==> src/rtl/hba_mailbox.sv <==
// HBA bus slave with a down FIFO (bus -> fabric) and an up FIFO (fabric -> bus).
// Optional loopback path (down head moved into up FIFO) is built when MBOX_LOOPBACK_EN is defined.
module hba_mailbox #(
   parameter int DBUS_WIDTH        = 8,
   parameter int PERIPH_ADDR_WIDTH = 4,
   parameter int REG_ADDR_WIDTH    = 8,
   parameter int ADDR_WIDTH        = PERIPH_ADDR_WIDTH + REG_ADDR_WIDTH,
   parameter int PERIPH_ADDR       = 0,
   parameter int FIFO_DEPTH_LOG2   = 4
) (
   input  logic                  hba_clk,
   input  logic                  hba_reset,
   input  logic                  hba_rnw,
   input  logic                  hba_select,
   input  logic [ADDR_WIDTH-1:0] hba_abus,
   input  logic [DBUS_WIDTH-1:0] hba_dbus,
   output logic [DBUS_WIDTH-1:0] hba_dbus_slave,
   output logic                  hba_xferack_slave,
   output logic                  slave_interrupt,
   output logic [DBUS_WIDTH-1:0] mbox_down_data,
   output logic                  mbox_down_valid,
   input  logic                  mbox_down_ready,
   input  logic [DBUS_WIDTH-1:0] mbox_up_data,
   input  logic                  mbox_up_valid,
   output logic                  mbox_up_ready
);

   localparam int PW    = FIFO_DEPTH_LOG2;
   localparam int CW    = FIFO_DEPTH_LOG2 + 1;
   localparam int DEPTH = 1 << FIFO_DEPTH_LOG2;
   localparam logic [CW-1:0] FULL_CNT = CW'(DEPTH);
   localparam logic [PERIPH_ADDR_WIDTH-1:0] SLOT = PERIPH_ADDR_WIDTH'(PERIPH_ADDR);
   localparam logic [REG_ADDR_WIDTH-1:0] R_CTRL       = REG_ADDR_WIDTH'(0);
   localparam logic [REG_ADDR_WIDTH-1:0] R_STATUS     = REG_ADDR_WIDTH'(1);
   localparam logic [REG_ADDR_WIDTH-1:0] R_DOWN_DATA  = REG_ADDR_WIDTH'(2);
   localparam logic [REG_ADDR_WIDTH-1:0] R_UP_DATA    = REG_ADDR_WIDTH'(3);
   localparam logic [REG_ADDR_WIDTH-1:0] R_DOWN_COUNT = REG_ADDR_WIDTH'(4);
   localparam logic [REG_ADDR_WIDTH-1:0] R_UP_COUNT   = REG_ADDR_WIDTH'(5);
`ifdef MBOX_LOOPBACK_EN
   localparam int CTRL_W = 3;
`else
   localparam int CTRL_W = 2;
`endif

   typedef enum logic [1:0] {S_IDLE, S_ACK, S_HOLD} state_t;

   state_t                  state_q, state_d;
   logic [DBUS_WIDTH-1:0]   rdata_q, rdata_d;
   logic [CTRL_W-1:0]       ctrl_q;
   logic                    down_ovf_q, up_unf_q, irq_q;

   logic [DBUS_WIDTH-1:0]   down_mem [DEPTH];
   logic [DBUS_WIDTH-1:0]   up_mem   [DEPTH];
   logic [PW-1:0]           down_wr_q, down_rd_q, up_wr_q, up_rd_q;
   logic [CW-1:0]           down_cnt_q, up_cnt_q;

   logic [REG_ADDR_WIDTH-1:0] reg_addr;
   logic decode, bus_wr, bus_rd;
   logic down_empty, down_full, up_empty, up_full;
   logic down_push, down_pop, down_ovf_set;
   logic up_push, up_pop, up_unf_set, loop_move;
   logic [DBUS_WIDTH-1:0]   up_push_data;

   assign reg_addr   = hba_abus[REG_ADDR_WIDTH-1:0];
   assign decode     = (state_q == S_IDLE) && hba_select &&
                       (hba_abus[ADDR_WIDTH-1 -: PERIPH_ADDR_WIDTH] == SLOT);
   assign bus_wr     = decode && !hba_rnw;
   assign bus_rd     = decode && hba_rnw;

   assign down_empty = (down_cnt_q == '0);
   assign down_full  = (down_cnt_q == FULL_CNT);
   assign up_empty   = (up_cnt_q == '0);
   assign up_full    = (up_cnt_q == FULL_CNT);

`ifdef MBOX_LOOPBACK_EN
   // Loopback steals both fabric handshakes so the FIFOs only see the internal move.
   assign loop_move       = ctrl_q[2] && !down_empty && !up_full;
   assign mbox_down_valid = !down_empty && !ctrl_q[2];
   assign mbox_up_ready   = !up_full && !ctrl_q[2];
`else
   assign loop_move       = 1'b0;
   assign mbox_down_valid = !down_empty;
   assign mbox_up_ready   = !up_full;
`endif

   assign mbox_down_data = down_mem[down_rd_q];
   assign down_push      = bus_wr && (reg_addr == R_DOWN_DATA) && !down_full;
   assign down_ovf_set   = bus_wr && (reg_addr == R_DOWN_DATA) && down_full;
   assign down_pop       = (mbox_down_valid && mbox_down_ready) || loop_move;

   assign up_push        = (mbox_up_valid && mbox_up_ready) || loop_move;
   assign up_push_data   = loop_move ? mbox_down_data : mbox_up_data;
   assign up_pop         = bus_rd && (reg_addr == R_UP_DATA) && !up_empty;
   assign up_unf_set     = bus_rd && (reg_addr == R_UP_DATA) && up_empty;

   assign hba_xferack_slave = (state_q == S_ACK);
   assign hba_dbus_slave    = (state_q == S_ACK) ? rdata_q : '0;
   assign slave_interrupt   = irq_q;

   always_comb begin
      state_d = state_q;
      case (state_q)
         S_IDLE:  if (decode) state_d = S_ACK;
         S_ACK:   state_d = hba_select ? S_HOLD : S_IDLE;
         S_HOLD:  if (!hba_select) state_d = S_IDLE;
         default: state_d = S_IDLE;
      endcase
   end

   always_comb begin
      rdata_d = '0;
      if (bus_rd) begin
         case (reg_addr)
            R_CTRL:       rdata_d = DBUS_WIDTH'(ctrl_q);
            R_STATUS:     rdata_d = DBUS_WIDTH'({up_unf_q, down_ovf_q, up_empty, up_full,
                                                 down_empty, down_full});
            R_UP_DATA:    if (!up_empty) rdata_d = up_mem[up_rd_q];
            R_DOWN_COUNT: rdata_d = DBUS_WIDTH'(down_cnt_q);
            R_UP_COUNT:   rdata_d = DBUS_WIDTH'(up_cnt_q);
            default:      rdata_d = '0;
         endcase
      end
   end

   always_ff @(posedge hba_clk or negedge hba_reset) begin
      if (!hba_reset) begin
         state_q    <= S_IDLE;
         rdata_q    <= '0;
         ctrl_q     <= '0;
         down_ovf_q <= 1'b0;
         up_unf_q   <= 1'b0;
         irq_q      <= 1'b0;
         down_wr_q  <= '0;
         down_rd_q  <= '0;
         down_cnt_q <= '0;
         up_wr_q    <= '0;
         up_rd_q    <= '0;
         up_cnt_q   <= '0;
      end else begin
         state_q <= state_d;
         rdata_q <= rdata_d;
         irq_q   <= (ctrl_q[0] && !up_empty) || (ctrl_q[1] && down_empty);
         if (bus_wr && (reg_addr == R_CTRL)) ctrl_q <= hba_dbus[CTRL_W-1:0];
         // Set and write-one-clear never coincide: each needs its own transfer.
         if (down_ovf_set) down_ovf_q <= 1'b1;
         else if (bus_wr && (reg_addr == R_STATUS) && hba_dbus[4]) down_ovf_q <= 1'b0;
         if (up_unf_set) up_unf_q <= 1'b1;
         else if (bus_wr && (reg_addr == R_STATUS) && hba_dbus[5]) up_unf_q <= 1'b0;
         if (down_push) down_wr_q <= down_wr_q + PW'(1);
         if (down_pop)  down_rd_q <= down_rd_q + PW'(1);
         down_cnt_q <= down_cnt_q + CW'(down_push) - CW'(down_pop);
         if (up_push) up_wr_q <= up_wr_q + PW'(1);
         if (up_pop)  up_rd_q <= up_rd_q + PW'(1);
         up_cnt_q <= up_cnt_q + CW'(up_push) - CW'(up_pop);
      end
   end

   always_ff @(posedge hba_clk) begin
      if (down_push) down_mem[down_wr_q] <= hba_dbus;
      if (up_push)   up_mem[up_wr_q]     <= up_push_data;
   end

endmodule

==> config.mk <==
export PLATFORM = sky130hd
export DESIGN_NAME = hba_mailbox
export DESIGN_NICKNAME = d
export VERILOG_FILES = /design/src/rtl/hba_mailbox.sv
export SDC_FILE = /design/constraint.sdc
export NUM_CORES = 1
export LEC_CHECK = 0
export ABC_AREA = 1
export BUFFER_PORTS_ARGS = -buffer_cell sky130_fd_sc_hd__buf_2
export CORE_AREA = 2 2 150 152
export DETAILED_ROUTE_END_ITERATION = 10
export DIE_AREA = 0 0 152 154
export PLACE_DENSITY = 0.73
export RECOVER_POWER = 100
export SETUP_SLACK_MARGIN = 0.05
export SLEW_MARGIN = 30
export SYNTH_ARGS = -nofsm -noshare
export SYNTH_HDL_FRONTEND = slang
export SYNTH_SLANG_ARGS = --single-unit
==> constraint.sdc <==
create_clock -name hba_clk -period 2.95 [get_ports hba_clk]
set_input_delay 0.1475 -clock hba_clk [delete_from_list [all_inputs] [get_ports hba_clk]]
set_output_delay 0.1475 -clock hba_clk [all_outputs]
set_load 0.01 [all_outputs]
# [Word level (Yosys, flattened, before mapping)]
# Memories as Yosys holds them, arrays and structs flattened.
# Index checks and enable logic that the tools add are counted.
[op_classes] mux=16 addsub=8 eq_ne=11 reduce_logical=32
[ops] cell="$pmux 8 s5" n=1
[ops] cell="$mux 8" n=3
[ops] cell="$logic_and 1x1->1" n=18
[ops] cell="$add 4x1->4 const B" n=4
[ops] cell="$eq 8x2->1 const B" n=2
[ops] cell="$eq 8x3->1 const B" n=2
[ops] cell="$add 5x1->5" n=2
[ops] cell="$eq 5x5->1 const B" n=2
[ops] cell="$logic_not 5->1" n=2
[ops] cell="$sub 5x1->5" n=2
[ops] cell="$eq 8x1->1 const B" n=1
[ops] cell="$logic_not 8->1" n=1
[ops] cell="$mux 1" n=8
[ops] cell="$mux 2" n=3
[ops] cell="$pmux 2 s3" n=1
[ops] cell="$logic_not 1->1" n=5
[ops] cell="$logic_not 4->1" n=1
[ops] cell="$ne 2x2->1 const B" n=2
[ops] cell="$reduce_bool 2->1" n=2
[ops] cell="$eq 2x1->1 const B" n=1
[ops] cell="$eq 2x2->1 const B" n=1
[ops] cell="$logic_not 2->1" n=1
[ops] cell="$reduce_and 2->1" n=1
[ops] cell="$logic_or 1x1->1" n=1
[totals] elab_cells=81 n_memories=2 reg_bits=41 mem_bits_rw=256
[mem_list] memory="down_mem" words=16 width=8 rd=1 rd_ports_with_merged_regs=0 write_ports=1 line="52" text="logic [DBUS_WIDTH-1:0] down_mem [DEPTH];"
[mem_list] memory="up_mem" words=16 width=8 rd=1 rd_ports_with_merged_regs=0 write_ports=1 line="53" text="logic [DBUS_WIDTH-1:0] up_mem [DEPTH];"

# [Logic depth before layout (Yosys ltp)]
# Gate-level depths: netlist (run 1).
[depth] depth_word=8 ltp_mapped=15

# [Worst setup path after synthesis (run 1)]
# Ideal clock, no wire load.
[synth_path] path_kind="register -> register" from="register up_cnt_q[3]" to="register up_cnt_q[4]" arrival_ns=2.425 setup_ns=0.128 synth_period_minus_slack_ns=2.552 t_required_ns=2.822 path_slack_ns=0.398 path_stages_with_launch=16 cell_sequence="dfrtp_1 -> inv_1 -> ha_1 -> nand3_1 -> nor2_2 -> nor2_2 -> nand2_2 -> clkinv_2 -> ha_1 -> inv_1 -> ha_1 -> inv_1 -> fa_1 -> o21ai_0 -> a21oi_1 -> xor2_1"
[synth_between] word_cells_on_any_way=8
[synth_rtl] element="start: declaration" line="55" text="logic [CW-1:0] down_cnt_q, up_cnt_q;"
[synth_rtl] element="start signal: assignment" line="154" text="up_cnt_q <= up_cnt_q + CW'(up_push) - CW'(up_pop);"
[synth_rtl] element="$logic_not 5->1" line="72" text="assign up_empty = (up_cnt_q == '0);"
[synth_rtl] element="$logic_not 1->1" line="93" text="assign up_pop = bus_rd && (reg_addr == R_UP_DATA) && !up_empty;"
[synth_rtl] element="$logic_and 1x1->1" line="93"
[synth_rtl] element="net up_pop" line="61" text="logic up_push, up_pop, up_unf_set, loop_move;"
[synth_rtl] element="$sub 5x1->5" line="154"
# The timed path passes the listed nets, and every way through them passes these cells.
# A chain may end at the register's enable or synchronous reset.

# [Final worst setup path (run 1)]
[layout_path] from="register state_q[1]" to="register down_cnt_q[4]"
[layout_between] elab_chain_len=8
[layout_lines] element="start: declaration" line="47" text="state_t state_q, state_d;"
[layout_lines] element="start signal: assignment" line="140" text="state_q <= state_d;"
[layout_lines] element="$logic_not 2->1" line="65" text="assign decode = (state_q == S_IDLE) && hba_select &&"
[layout_lines] element="$logic_and 1x1->1 (2 in a row)" line="65"
[layout_lines] element="$logic_and 1x1->1" line="67" text="assign bus_wr = decode && !hba_rnw;"
[layout_lines] element="$logic_and 1x1->1 (2 in a row)" line="87" text="assign down_push = bus_wr && (reg_addr == R_DOWN_DATA) && !down_full;"
[layout_lines] element="$add 5x1->5" line="151" text="down_cnt_q <= down_cnt_q + CW'(down_push) - CW'(down_pop);"
[layout_lines] element="$sub 5x1->5" line="151"
[layout_lines] element="end signal: assignment" line="151"
[layout_lines] element="end: declaration" line="55"
# Every way passes these cells.

==> results of run 1 <==
## cell families (layout without fill, tap and decap cells)
kind of cell / count (synthesis) / in the layout / synth area share, %
AOI/OAI and AO/OA: 156 / 156 / 6.92
xor gates and xnor gates: 18 / 18 / 1.23
DFF: 297 / 297 / 68.1
and+or+nand+nor: 489 / 489 / 17.0
adders and majority gates: 24 / 24 / 2.47
buffers and inverters: 113 / 224 / 4.27
## metal layers
layer	share of wire [%]	track usage (%)	wire length [um]
met3	5.4	3.27	1550
met2	50	41.1	14300
met4	3.3	8.10	946
met1	41	32.4	11700
met5	0	0	0
## path summary, 6_finish.rpt
path                              from            end  slack, ns
min in group asynchronous    hba_reset     rdata_q[1]       0.81
setup / recovery            state_q[1]  down_cnt_q[4]       0.27
setup reg to reg            state_q[1]  down_cnt_q[4]       0.27
hold / removal             hba_abus[2]   down_wr_q[3]       0.06
hold reg to reg               up_unf_q       up_unf_q       0.48
max in group asynchronous    hba_reset     up_rd_q[0]       0.71
## per-stage QoR
| step | setup WS (ns) | hold WS, ns | instances | power, mW |
|---|---|---|---|---|
| after floorplan | 0.398 | -0.148 | 1097 | 7.00 |
| after global placement | 0.342 | 0.334 | 1417 | 7.72 |
| after detailed placement | 0.297 | 0.346 | 1417 | 7.80 |
| after CTS | 0.288 | 0.00179 | 1488 | 11.8 |
| after global routing | 0.0304 | 0.0619 | 1488 | 12.2 |
| final | 0.272 | 0.0575 | 1488 | 11.7 |
## area by class of cell
class / instances / area [um^2]
timing repair buffer: 105 / 578
fill: 1637 / 7250
inverter: 63 / 238
clock buffer: 39 / 846
sequential: 297 / 8720
clock inverter: 17 / 213
multi-input combinational: 687 / 3500
tap: 280 / 350
## registers in the layout (all words and copies together) (netlist names)
signal,cells
up_wr_q,4
up_cnt_q,5
state_q,2
ctrl_q,2
down_cnt_q,5
down_rd_q,4
slave_interrupt,1
down_wr_q,4
down_mem,128
down_ovf_q,1
up_mem,128
rdata_q,8
up_rd_q,4
up_unf_q,1
## critical path: stages (launching register included)
cell and delay, ns:
dfrtp_1 0.40, nor2_1 0.11, nand2_1 0.09, nor2_2 0.16, nand2_2 0.15, nor2_8 0.19
nand2_4 0.07, ha_1 0.28, inv_1 0.04, ha_1 0.21, fa_1 0.43, a21oi_1 0.16
nor2_1 0.05, nor2_1 0.10, xor2_1 0.15
## what timing repair did
item / CTS / global route
setup endpoints to repair: 0 / 0
hold buffers: 15 / 0
setup buffers: 0 / 0
hold endpoints to repair: 128 / 0
## where the power goes
| part | internal (mW) | switching, mW | leakage, nW | total (mW) |
|---|---|---|---|---|
| clock | 2.45 | 1.54 | 0.521 | 3.99 |
| sequential | 4.90 | 0.234 | 2.79 | 5.13 |
| combinational | 0.831 | 1.71 | 1.90 | 2.55 |
| total | 8.18 | 3.49 | 5.22 | 11.7 |
## cell usage in the layout (no fill, tap or decap), drive strengths merged, types with 7 or more instances in the layout
master       Yosys  layout
ha              22      22
clkbuf          11     102
edfxtp         256     256
nand4            7       7
nand2          166     166
a21oi           14      14
o21ai          100     100
o211ai          37      37
buf             39      27
dfrtp           41      41
inv             59      59
clkinv           4      14
nor2           187     187
dlygate4sd3      0      15
xor2            17      17
nand3          126     126
==> impl_metrics.json, run 1 <==
{
  "slew_headroom_pct": -49.0,
  "reg2regPathDepth": 14,
  "outcome": "finished, violations left",
  "die_w_um": 152,
  "antenna_cells": 0,
  "tightest_slew_ns": 2.23,
  "skew_ns": 0.0122,
  "wl_per_cell_um": 19.2,
  "arrival_ns": 3.15,
  "final_cell_area_um2": 14400,
  "drc": 0,
  "yosysTopAreaCell": "edfxtp_1",
  "cp_data_required_time_ns": 3.42,
  "max_freq_mhz": 373,
  "synth_commonest_cells": "edfxtp_1, nor2_1, nand2_1",
  "tns_ns": 0,
  "worstSkewPairLatency_ns": 0.55,
  "routed_wl_mm": 28.5,
  "synth_area_um2": 12800,
  "synth_edf_count": 256,
  "clock_path_buffers": 3,
  "start_util_pct": 59.0,
  "place_congestion": 0.877,
  "yosysWarnings": 0,
  "rows": 54,
  "ant_nets": 0,
  "placement.io_buffers": 53,
  "final_util_pct": 66.6,
  "clkTransAtPathRegs_ns": 0.06,
  "hold_violations": 0,
  "period_minus_slack_ns": 2.68,
  "grt_first_pass_wirelength_mm": 44.4,
  "synthArstFlopShare_pct": 13.8,
  "numClockSinks": 297,
  "yosysMostFrequentCell": "edfxtp_1",
  "worst_setup_path_start_kind": "register",
  "setup_viol": 0,
  "ys_seq_elements": 297,
  "endpoint_kind": "register",
  "syn_inst": 1097,
  "synth_top_flop_cell": "edfxtp_1",
  "yosys-top-cells-area": "edfxtp_1, dfrtp_1, nor2_1, nand2_1, nand3_1",
  "first_pass_iters": 5,
  "grt_max_degree": 70,
  "post-route-period-util_pct": 90.8,
  "cts-buffers-inserted": 30,
  "die_area_um2": 23400,
  "drtIter0Drc": 810,
  "syn_nets": 1155,
  "core_um2": 21700,
  "drv_slew": 42,
  "vias_per_cell": 5.72,
  "ys_seq_area_share_pct": 68.1,
  "postCtsResizedCells": 0,
  "cts_tree": "built",
  "antenna_found_initial": 0,
  "place_area_um2": 13400,
  "area_delta_synth_final_pct": 12.9,
  "hold_class": "in2reg",
  "synth_top_area_share_pct": 60.1,
  "maxCapViolCount": 1,
  "nets": 1242,
  "grt_usage_pct": 24.1,
  "drive_above_1_share_pct": 9.44,
  "cts-root-buf": "clkbuf_16",
  "syn_area_per_cell_um2": 11.7,
  "power_density_nw_per_um2": 808,
  "critPathKind": "reg2reg",
  "crit_fanout": 6,
  "htreeDepth": 1,
  "max-vdd-ir-drop_uv": 620,
  "via_count": 8506,
  "hpwl_mm": 17.5,
  "rsz0062_at_grt": "no",
  "overflow": 0,
  "ios": 54,
  "hold_path_depth": 6,
  "p_leak_nw": 5.22,
  "violations": "capacitance limit, slew limit",
  "first_global_vias": 8272,
  "synthDistinctLibCells": 37,
  "die_h_um": 154
}
Note: power is estimated with default switching activity, not from simulation.
==> inputs of run 2 (changes only) <==
--- a/config.mk
+++ b/config.mk
@@ -8,6 +8,7 @@
 export ABC_AREA = 1
 export BUFFER_PORTS_ARGS = -buffer_cell sky130_fd_sc_hd__buf_2
 export CORE_AREA = 2 2 150 152
+export CTS_CLUSTER_DIAMETER = 50
 export DETAILED_ROUTE_END_ITERATION = 10
 export DIE_AREA = 0 0 152 154
 export PLACE_DENSITY = 0.73
==> constraint.sdc (replaced) <==
create_clock -name hba_clk -period 2.85 [get_ports hba_clk]
set_input_delay 0.1425 -clock hba_clk [delete_from_list [all_inputs] [get_ports hba_clk]]
set_output_delay 0.1425 -clock hba_clk [all_outputs]
set_load 0.01 [all_outputs]
==> run 2 against run 1 <==
The flow now finishes without violations. Sequential power is 3% higher. Cell count is 0.13% higher. Worst setup slack worse by 0.038 ns. Largest power group unchanged. Register-to-register slack hardly changed. Hold slack worse by 0.043 ns. Final area is 0.35% higher. Sequential share of layout area is 0.21 points lower. Clock power is 9.3% higher. Critical path depth is 7 lower. Count of clock-buffer cells in the layout is 2 higher. Largest cell class unchanged. Critical path type is now reg2out.
==> impl_metrics.json, run 2 (synthesized netlist as in run 1, its figures left out) <==
{
  "maxCapViolCount": 0,
  "placement.io_buffers": 53,
  "drive_above_1_share_pct": 10.4,
  "critPathKind": "reg2out",
  "skew_ns": 0.0112,
  "area_delta_synth_final_pct": 13.3,
  "reg_top3": "down_mem x128, up_mem x128, rdata_q x8",
  "drc": 0,
  "first_global_vias": 8159,
  "via_count": 8417,
  "grt_first_pass_wirelength_mm": 44.5,
  "drtIter0Drc": 860,
  "rows": 54,
  "p_switching_mw": 3.65,
  "hold_class": "in2reg",
  "first_pass_iters": 7,
  "post-route-period-util_pct": 91.8,
  "cts_tree": "built",
  "grt_usage_pct": 24.3,
  "wl_per_cell_um": 19.0,
  "p_leak_nw": 5.25,
  "hpwl_mm": 17.4,
  "worst_setup_path_start_kind": "register",
  "overflow": 0,
  "place_congestion": 0.884,
  "final_common_cell": "edfxtp_1",
  "r2r_setup_slack_ns": 0.28,
  "worstSkewPairLatency_ns": 0.50,
  "max-vdd-ir-drop_uv": 677,
  "vias_per_cell": 5.65,
  "routed_wl_mm": 28.3,
  "rsz0062_at_grt": "no",
  "period_minus_slack_ns": 2.62,
  "slew_headroom_pct": 7.98,
  "fill_cells": 1638,
  "outcome": "complete, no violations",
  "start_util_pct": 59.0,
  "grt_max_degree": 70,
  "die_w_um": 152,
  "ios": 54,
  "hold_violations": 0,
  "combPwrFrac_pct": 21.9,
  "drv_slew": 0,
  "pwr-share-seq_pct": 42.7,
  "arrival_ns": 2.47,
  "clock_path_buffers": 3,
  "layout_common_cells": "edfxtp_1, nor2_1, nand2_1",
  "internal_power_mw": 8.69,
  "cts-buffers-inserted": 34,
  "sw_frac_of_total_pct": 29.6,
  "htreeDepth": 2,
  "crit_fanout": 32,
  "antenna_cells": 0,
  "power_density_nw_per_um2": 852,
  "ant_nets": 0,
  "antenna_found_initial": 0,
  "whs_ns": 0.0148,
  "endpoint_kind": "output pin",
  "clkTransAtPathRegs_ns": 0.06,
  "die_area_um2": 23400,
  "cp_data_required_time_ns": 2.71,
  "setup_viol": 0,
  "cts-root-buf": "clkbuf_16",
  "tightest_slew_ns": 1.38,
  "tns_ns": 0,
  "max_freq_mhz": 382,
  "clkPwrFrac_pct": 35.3,
  "core_um2": 21700,
  "nets": 1246,
  "numClockSinks": 297,
  "die_h_um": 154
}
[run 2: path summary, 6_finish.rpt]
path	from	to	cells after the start
min in group asynchronous	hba_reset	down_cnt_q[1]	2
max in group asynchronous	hba_reset	up_rd_q[0]	2
max	down_rd_q[0]	mbox_down_data[5]	7
min	hba_rnw	rdata_q[5]	3
max reg2reg	down_cnt_q[3]	down_mem[15][7]	7
min reg2reg	up_unf_q	up_unf_q	2
[run 2: stage by stage]
step           setup slack, ns  util (%)  power (mW)  cell area (um^2)  std cells
6_report                 0.234      66.8        12.3             14500       1490
5_1_grt                 0.0554      66.8        13.0             14500       1490
4_1_cts                  0.179      67.6        12.5             14700       1487
3_5_place_dp             0.217      62.1        8.09             13500       1424
3_3_place_gp             0.242      62.1        8.01             13500       1424
2_1_floorplan            0.298         -        7.24             12800       1097
[run 2: repair_timing]
action                     4_1_cts  5_1_grt
hold buffers                     5        0
setup endpoints to repair        0        2
buffers inserted                 0        3
resized for setup                0        6
hold endpoints to repair        45        0
[run 2: area by class of cell]
type                    count  area, um^2  share of cell area, %
clock inverters            17         193                   1.33
inverters                  63         238                   1.64
well taps                 280         350                   2.42
clock buffers              41         941                   6.49
flip-flops and latches    297        8720                   60.2
multi-input cells         687        3500                   24.2
repair buffers            105         547                   3.77
[run 2: worst max-delay path, cell delays in order, from the launching register on]
cell and delay (ns):
dfrtp_2 0.51, clkbuf_4 0.41, buf_4 0.32, o21ai_0 0.12
o211ai_1 0.18, o211ai_1 0.16, nand2_1 0.11, buf_2 0.13
[run 2: layer usage]
metal	up-vias	GRT usage [%]	wire length, um
met5	-	0	0
li1	4024	-	-
met3	58	4.17	1610
met1	4064	32.6	11600
met4	0	8.01	838
met2	271	40.9	14200
[run 2: power groups by stage]
stage | logic, mW | clock network, mW | registers, mW
2_1_floorplan | 1.96 | 0 | 5.28
3_3_place_gp | 2.67 | 0 | 5.34
3_5_place_dp | 2.73 | 0 | 5.36
4_1_cts | 2.76 | 4.42 | 5.27
5_1_grt | 3.08 | 4.59 | 5.31
6_report | 2.71 | 4.36 | 5.27
==> inputs of run 3 (changes only) <==
--- a/config.mk
+++ b/config.mk
@@ -6,14 +6,15 @@
 export NUM_CORES = 1
 export LEC_CHECK = 0
 export ABC_AREA = 1
-export BUFFER_PORTS_ARGS = -buffer_cell sky130_fd_sc_hd__buf_2
 export CORE_AREA = 2 2 150 152
 export CTS_CLUSTER_DIAMETER = 50
 export DETAILED_ROUTE_END_ITERATION = 10
 export DIE_AREA = 0 0 152 154
-export PLACE_DENSITY = 0.73
+export DONT_BUFFER_PORTS = 1
+export PLACE_DENSITY = 0.7
 export RECOVER_POWER = 100
 export SETUP_SLACK_MARGIN = 0.05
+export SKIP_CTS_REPAIR_TIMING = 1
 export SLEW_MARGIN = 30
 export SYNTH_ARGS = -nofsm -noshare
 export SYNTH_HDL_FRONTEND = slang
==> run 3 against run 2 <==
The run now ends with hold timing left. Wire length is 1.9% higher. Sequential power rose by 0.9%. Hold slack worse by 0.022 ns. Die area is the same. Sequential share of layout area increased by 0.32 points. Combinational power shrank 6%. Clock power down 8.7%. First-iteration DRC count up 9.8%. Clock skew increased by 0.0063 ns. Critical path type unchanged.
==> impl_metrics.json, run 3 (synthesized netlist as in run 1, its figures left out) <==
{
  "whs_ns": -0.00705,
  "violations": "hold timing",
  "cts_tree": "built",
  "die_w_um": 152,
  "layout_common_cells": "edfxtp_1, nor2_1, nand2_1",
  "power_density_nw_per_um2": 823,
  "arrival_ns": 2.46,
  "drc": 0,
  "drive_above_1_share_pct": 7.94,
  "placement.io_buffers": 0,
  "max-vdd-ir-drop_uv": 594,
  "grt_first_pass_wirelength_mm": 44.1,
  "die_h_um": 154,
  "tns_ns": 0,
  "vias_per_cell": 5.73,
  "ant_nets": 0,
  "ios": 54,
  "path_cells": "inv_1 > buf_12 > nor2_1 > nor2_1 > o21ai_0 > o21ai_0 > o211ai_1 > nand2_1",
  "clkTransAtPathRegs_ns": 0.06,
  "via_count": 8396,
  "worstSkewPairLatency_ns": 0.52,
  "rows": 54,
  "core_um2": 21700,
  "outcome": "finished, violations left",
  "hpwl_mm": 17.3,
  "cts-buffers-inserted": 34,
  "reg_top3": "down_mem x128, up_mem x128, rdata_q x8",
  "htreeDepth": 2,
  "maxCapViolCount": 0,
  "hold_violations": 1,
  "crit_slowest_cell": "inv_1",
  "final_common_cell": "edfxtp_1",
  "drtIter0Drc": 944,
  "numClockSinks": 297,
  "routed_wl_mm": 28.8,
  "post-route-period-util_pct": 91.3,
  "first_pass_iters": 5,
  "antenna_found_initial": 2,
  "max_freq_mhz": 384,
  "skew_ns": 0.0175,
  "wl_per_cell_um": 19.7,
  "grt_max_degree": 70,
  "area_delta_synth_final_pct": 12.7,
  "drv_slew": 0,
  "place_congestion": 0.888,
  "cp_data_required_time_ns": 2.71,
  "rsz0062_at_grt": "no",
  "start_util_pct": 59.0,
  "tightest_slew_ns": 1.41,
  "p_leak_nw": 5.18,
  "hold_class": "in2reg",
  "fill_cells": 1654,
  "die_area_um2": 23400,
  "p_total_mw": 11.9,
  "period_minus_slack_ns": 2.60,
  "final_util_pct": 66.4,
  "clock_path_buffers": 3,
  "nets": 1218,
  "final_cell_area_um2": 14400,
  "cp_slowest_stage_delay_ns": 0.42,
  "first_global_vias": 8002,
  "cts-root-buf": "clkbuf_16",
  "crit_fanout": 52,
  "critPathKind": "reg2out",
  "endpoint_kind": "output pin",
  "worst_setup_path_start_kind": "register",
  "grt_usage_pct": 24.2,
  "slew_headroom_pct": 5.77,
  "overflow": 0,
  "fin_cells": 1465,
  "place_area_um2": 13200,
  "setup_viol": 0,
  "dp_cells": 1372
}
==> run 3: cell count changes in the layout (fill, tap and decap cells not counted), moves of 2 or more <==
cell	delta
dlygate4sd3_1	+25
buf_2	-24
clkbuf_1	-23
bufinv_16	-3
clkbuf_16	-3
clkbuf_4	-2
clkinv_1	+2
clkinv_4	-2
inv_6	+2
==> run 3: final timing paths <==
kind | slack [ns] | depth (start not counted) | endpoint | start
max reg2reg | 0.25 | 13 | down_cnt_q[4] | down_cnt_q[2]
min | -0.007 | 4 | rdata_q[5] | hba_abus[0]
min in group asynchronous | 0.13 | 2 | slave_interrupt | hba_reset
max | 0.25 | 8 | mbox_down_data[5] | down_rd_q[0]
max in group asynchronous | 2.51 | 2 | down_rd_q[0] | hba_reset
min reg2reg | 0.50 | 1 | state_q[1] | state_q[1]
==> run 3: area by class of cell <==
type	count	area, um^2	area share, %
diodes	1	2.50	0.0174
clock buffers	42	881	6.11
clock inverters	18	138	0.955
inverters	63	238	1.65
multi-input cells	687	3500	24.3
flip-flops and latches	297	8720	60.5
well taps	280	350	2.43
repair buffers	77	581	4.03
==> run 3: critical path: cells and delay by family, from the launching register on <==
kind	cells	cell delay (ns)
buffers and inverters	2	0.74
AOI/OAI and AO/OA	3	0.45
DFF	1	0.39
and+or+nand+nor	3	0.33
==> run 3: routing by layer <==
metal / part of all wire [%] / global-route usage, % / up-vias / wire length (um)
li1: - / - / 3970 / -
met1: 41 / 32.1 / 4036 / 11800
met2: 50 / 41.2 / 321 / 14300
met3: 6.5 / 4.03 / 67 / 1860
met4: 2.9 / 7.79 / 2 / 844
met5: 0.045 / 0 / - / 13
==> run 3: power by group <==
part / internal, mW / total, mW / switching [mW]
combinational: 0.814 / 2.56 / 1.74
sequential: 5.07 / 5.32 / 0.247
clock: 2.30 / 3.98 / 1.67
total: 8.19 / 11.9 / 3.66
==> run 3: stage by stage <==
| stage | hold slack (ns) | setup WS, ns |
|---|---|---|
| after floorplan | -0.153 | 0.298 |
| after global placement | -0.152 | 0.234 |
| after detailed placement | -0.152 | 0.205 |
| after CTS | -0.694 | 0.168 |
| after global routing | 0.0155 | 0.0219 |
| final | -0.00705 | 0.248 |
